--- config.mk ---
export PLATFORM = sky130hd
export DESIGN_NAME = mult_div_unit
export DESIGN_NICKNAME = d
export VERILOG_FILES = /design/src/rtl/mult_div_unit.sv
export SDC_FILE = /design/constraint.sdc
export NUM_CORES = 1
export LEC_CHECK = 0
export CAP_MARGIN = 20
export CORE_MARGIN = 5
export CORE_UTILIZATION = 40
export CTS_BUF_LIST = sky130_fd_sc_hd__clkbuf_16
export DETAILED_ROUTE_END_ITERATION = 8
export HOLD_SLACK_MARGIN = 0.15
export SYNTH_ARGS = -nofsm -noshare
export SYNTH_HDL_FRONTEND = slang
export SYNTH_SLANG_ARGS = --single-unit
--- constraint.sdc ---
create_clock -name clk -period 6.07 [get_ports clk]
set_input_delay 1.5175 -clock clk [delete_from_list [all_inputs] [get_ports clk]]
set_output_delay 1.5175 -clock clk [all_outputs]
set_load 0.05 [all_outputs]
--- src/rtl/mult_div_unit.sv ---
// Iterative signed multiply/divide unit owning HI/LO: radix-2 Booth MULT and
// restoring DIV, one bit per clock, plus MTHI/MTLO writes.
module mult_div_unit #(
  parameter int WIDTH = 32
) (
  input  logic             clk,
  input  logic             reset_n,
  input  logic             mult_start,
  input  logic             div_start,
  input  logic             hi_load,
  input  logic             lo_load,
  input  logic [WIDTH-1:0] a,
  input  logic [WIDTH-1:0] b,
  output logic [WIDTH-1:0] hi_out,
  output logic [WIDTH-1:0] lo_out,
  output logic             busy,
  output logic             done,
  output logic             div_zero
);
  localparam int CW = $clog2(WIDTH);
  localparam logic [CW-1:0] LAST = CW'(WIDTH - 1);

  typedef enum logic [1:0] {IDLE, MULT, DIV, DONE} state_t;

  state_t           state;
  logic [CW-1:0]    cnt;
  logic [WIDTH-1:0] acc, q, m;
  logic             qm1, neg_q, neg_r;

  // Booth step: the sum is one bit wider so M = -2^(W-1) cannot overflow.
  logic [WIDTH:0]   booth_sum;
  logic [WIDTH-1:0] mult_acc_nx, mult_q_nx;

  always_comb begin
    booth_sum = {acc[WIDTH-1], acc};
    case ({q[0], qm1})
      2'b01:   booth_sum = {acc[WIDTH-1], acc} + {m[WIDTH-1], m};
      2'b10:   booth_sum = {acc[WIDTH-1], acc} - {m[WIDTH-1], m};
      default: booth_sum = {acc[WIDTH-1], acc};
    endcase
  end

  assign mult_acc_nx = booth_sum[WIDTH:1];
  assign mult_q_nx   = {booth_sum[0], q[WIDTH-1:1]};

  // Restoring step on magnitudes: acc is the partial remainder, q shifts the
  // dividend out at the top and the quotient bits in at the bottom.
  logic [WIDTH:0]   shifted;
  logic             div_ok;
  logic [WIDTH-1:0] div_acc_nx, div_q_nx, quot_fix, rem_fix;

  assign shifted    = {acc, q[WIDTH-1]};
  assign div_ok     = shifted >= {1'b0, m};
  assign div_acc_nx = div_ok ? (shifted[WIDTH-1:0] - m) : shifted[WIDTH-1:0];
  assign div_q_nx   = {q[WIDTH-2:0], div_ok};
  assign quot_fix   = neg_q ? -div_q_nx : div_q_nx;
  assign rem_fix    = neg_r ? -div_acc_nx : div_acc_nx;

  logic [WIDTH-1:0] abs_a, abs_b;
  logic             load_ok;

  assign abs_a   = a[WIDTH-1] ? -a : a;
  assign abs_b   = b[WIDTH-1] ? -b : b;
  assign load_ok = (state == IDLE || state == DONE) && !mult_start && !div_start;

  always_ff @(posedge clk or negedge reset_n) begin
    if (!reset_n) begin
      state    <= IDLE;
      cnt      <= '0;
      acc      <= '0;
      q        <= '0;
      m        <= '0;
      qm1      <= 1'b0;
      neg_q    <= 1'b0;
      neg_r    <= 1'b0;
      hi_out   <= '0;
      lo_out   <= '0;
      busy     <= 1'b0;
      done     <= 1'b0;
      div_zero <= 1'b0;
    end else begin
      done <= 1'b0;
      case (state)
        IDLE: begin
          if (mult_start) begin
            acc      <= '0;
            q        <= b;
            m        <= a;
            qm1      <= 1'b0;
            cnt      <= '0;
            div_zero <= 1'b0;
            busy     <= 1'b1;
            state    <= MULT;
          end else if (div_start) begin
            if (b == '0) begin
              div_zero <= 1'b1;
              done     <= 1'b1;
              state    <= DONE;
            end else begin
              acc      <= '0;
              q        <= abs_a;
              m        <= abs_b;
              neg_q    <= a[WIDTH-1] ^ b[WIDTH-1];
              neg_r    <= a[WIDTH-1];
              cnt      <= '0;
              div_zero <= 1'b0;
              busy     <= 1'b1;
              state    <= DIV;
            end
          end
        end
        MULT: begin
          acc <= mult_acc_nx;
          q   <= mult_q_nx;
          qm1 <= q[0];
          cnt <= cnt + 1'b1;
          if (cnt == LAST) begin
            hi_out <= mult_acc_nx;
            lo_out <= mult_q_nx;
            busy   <= 1'b0;
            done   <= 1'b1;
            state  <= DONE;
          end
        end
        DIV: begin
          acc <= div_acc_nx;
          q   <= div_q_nx;
          cnt <= cnt + 1'b1;
          if (cnt == LAST) begin
            hi_out <= rem_fix;
            lo_out <= quot_fix;
            busy   <= 1'b0;
            done   <= 1'b1;
            state  <= DONE;
          end
        end
        default: state <= IDLE;
      endcase

      if (load_ok && hi_load) hi_out <= a;
      if (load_ok && lo_load) lo_out <= a;
    end
  end
endmodule

==> summary.md <==
| Metric | Value |
|---|---|
| Outcome | `finished clean` |
| Synth Instances | `2322` |
| Vias in the first global route | `16852` |
| Slowest-stage cell, CP | `or3_2` |
| Wirelength per Cell | `21.78 um` |
| Site row count | `76` |
| # DRC | `0` |
| Fin crit period | `5.302 ns` |
| Vias | `17736` |
| Dominant cell type by area after synthesis | `dfrtp_1` |
| Design Power | `12.62 mW` |
| Synthesized Nets | `2471` |
| CTS Root Cell | `clkbuf_16` |
| Antenna diode count | `0` |
| Pwr dens | `647.6 mW/mm2` |
| Syn_area_per_cell | `7.457 um2` |
| Largest net degree at the start of global routing | `105` |
| Fraction of layout cells with a size suffix above 1 | `4.880%` |
| Vias per Instance | `6.072` |
| Max Cap Viol | `0` |
| ANT nets after route | `0` |
| Final setup skew | `0.01254 ns` |
| Static leakage | `7.728 nW` |
| Max FO, Critical Path | `18` |
| CTS tree | `done` |
| Multi-input logic area | `0.01198 mm2` |
| Area share of the largest cell type after synthesis | `25.00%` |
| CTS max path bufs | `2` |
| Final period util | `87.35%` |
| TNS Setup | `0 ns` |
| GR Overflow Total | `0` |
| Max-Slew Margin vs Limit | `35.27%` |
| Gp weighted congestion | `0.9415` |
| VDD IR-drop max | `334.6 uV` |
| Sequential cell area | `0.004329 mm2` |
| TritonCTS Buffers | `17` |
| Number of H-tree levels | `4` |
| Syn Std Cell Area | `0.01731 mm2` |
| Register bit total from synthesis | `173` |
| Final Net Count | `2472` |
| Worst Path Required | `6.45 ns` |
| CTS Sinks | `173` |
| Fill cells | `4399` |
| DR iter-0 viols | `1982` |
| Max stage delay on crit path | `0.64 ns` |
| Post-synth EDFFs | `0` |
| Setup crit start kind | `flop` |
| Die H | `218.1 um` |
| Register area share after synthesis | `25.00%` |
| Clk Latency, worst-skew pair | `0.46 ns` |
| Initial core utilization | `40.28%` |
| Cts hold-fix bufs | `0` |
| IO buf count | `136` |
| Synth unique cells | `93` |
| Max-slew violations | `0` |
| Post-DP HPWL | `48.92 mm` |
| Hold Fails Final Rpt | `0` |
| Die outline width | `218.1 um` |
| Synthesis warning total | `0` |
| Setup crit end kind | `flop` |
| I/O Pins | `137` |
| Max Clk Rate | `188.6 MHz` |
| Final setup violation count | `0` |
| Worst Path Arrival | `5.68 ns` |
| CP dominant cell by count | `ha_1` |
| Antenna violations before repair | `1` |
| Commonest cells in the netlist | `nand2_1 (312), nor2_1 (216), o21ai_0 (212)` |
| Cts repair resizes | `0` |
| CP Class | `flop to flop` |
| Drt pass-1 iters | `5` |
| Top FF cell, synth | `dfrtp_1` |
| Routed wire length | `63.61 mm` |
| First-pass GRT wire length | `98.59 mm` |
| Worst slew pin tran | `0.9709 ns` |
| Post-synth ARST share | `100.0%` |
| Synth area leaders | `dfrtp_1 (25%), nand2_1 (6.8%), o21ai_0 (6.1%), xor2_1 (5.9%), ha_1 (5.6%)` |
| Most frequent cell after synthesis | `nand2_1` |
| HP Class | `flop to flop` |
| All-Layer GR Usage | `26.04%` |
| Post-CTS Setup Bufs | `0` |
| RSZ-0062 raised after global routing | `no` |
| Full die area | `0.04755 mm2` |
| Area Overhead vs Synth | `12.59%` |
| Clock transition at path regs | `0.07 ns` |
| Crit-path cells | `inv_1, ha_1, a21oi_2, o211ai_1, a41oi_2, a211oi_2, buf_4, or3_2, inv_2, ha_1, nand3b_1, or3_1, or2_1, o31ai_1, xor2_1, a211oi_1, a21oi_1, o21ai_1` |
| Core area | `0.04298 mm2` |
## registers in the layout (all words and copies together), names as in the netlist
register  count
acc          32
hi_out       32
lo_out       32
m            32
q            32
cnt           5
state         2
busy          1
div_zero      1
done          1
neg_q         1
neg_r         1
qm1           1
## layout by cell type, fill, tap and decap left out, types with 20 or more instances in the layout
cell	n
a211oi_1	77
a21o_1	29
a21oi_1	178
a221oi_1	38
a22oi_1	22
a31oi_1	26
buf_4	31
clkdlybuf4s50_1	134
dfrtp_1	173
ha_1	74
inv_1	73
mux2i_1	20
nand2_1	312
nand3_1	33
nand4_1	24
nor2_1	216
nor3_1	32
nor4_1	21
o21ai_0	212
o31ai_1	73
or3_1	25
xnor2_1	78
xor2_1	116
## per-stage QoR
step / util [%] / instance area [um2] / cells / hold WS [ns] / setup WS (ns)
after global placement: 44.02 / 18920 / 2887 / 0.4572 / 0.7125
final: 45.35 / 19490 / 2921 / 0.4814 / 0.7679
after floorplan: - / 17310 / 2322 / 0.4453 / 1.477
after global routing: 45.35 / 19490 / 2921 / 0.5118 / 0.3232
after detailed placement: 44.05 / 18930 / 2888 / 0.4699 / 0.6497
after CTS: 45.29 / 19470 / 2920 / 0.4851 / 0.7840
## path summary, 6_finish.rpt
kind                       startpoint         end  slack (ns)  cells after the start
max in group asynchronous     reset_n       neg_r        4.36                      2
hold / removal                 cnt[4]      cnt[4]        0.48                      2
setup reg to reg                m[20]  lo_out[30]        0.77                     18
min in group asynchronous     reset_n       q[26]        0.87                      1
hold reg to reg                cnt[4]      cnt[4]        0.48                      2
setup / recovery                m[20]  lo_out[30]        0.77                     18
## cell families after synthesis
group           count (synthesis)  synth area share (%)
buf+inv                       259                 6.041
flops                         173                 25.00
mux                            34                 2.067
simple gates                  766                 20.26
compound gates                817                 31.02
xor+xnor                      194                 9.814
fa+ha+maj                      79                 5.796
## layout make-up
class,count,area share (%)
clock buffer,17,2.182
clock inverter,15,0.5584
inverter,72,1.386
multi-input combinational,1890,61.48
sequential,173,22.21
tap,585,3.755
timing repair buffer,169,8.434
## report_power, final
group	switching (mW)	internal, mW
sequential	0.792	1.65
combinational	5.88	3.24
clock	0.499	0.556
## worst max-delay path: cells and delay by family (launching register included)
family	cells	cell delay, ns
compound gates	8	1.59
xor+xnor	1	0.10
fa+ha+maj	2	0.68
buf+inv	3	0.66
flops	1	0.55
simple gates	4	1.64
## routing by layer
layer  up-vias  track usage, %  routed length (um)
met5         -               0                   8
met4         2           7.180                1572
met3        86           3.998                4489
met2       653           40.75               28470
met1      8516           37.50               29070
li1       8479               -                   -
Power figures use the tool's default switching activity.
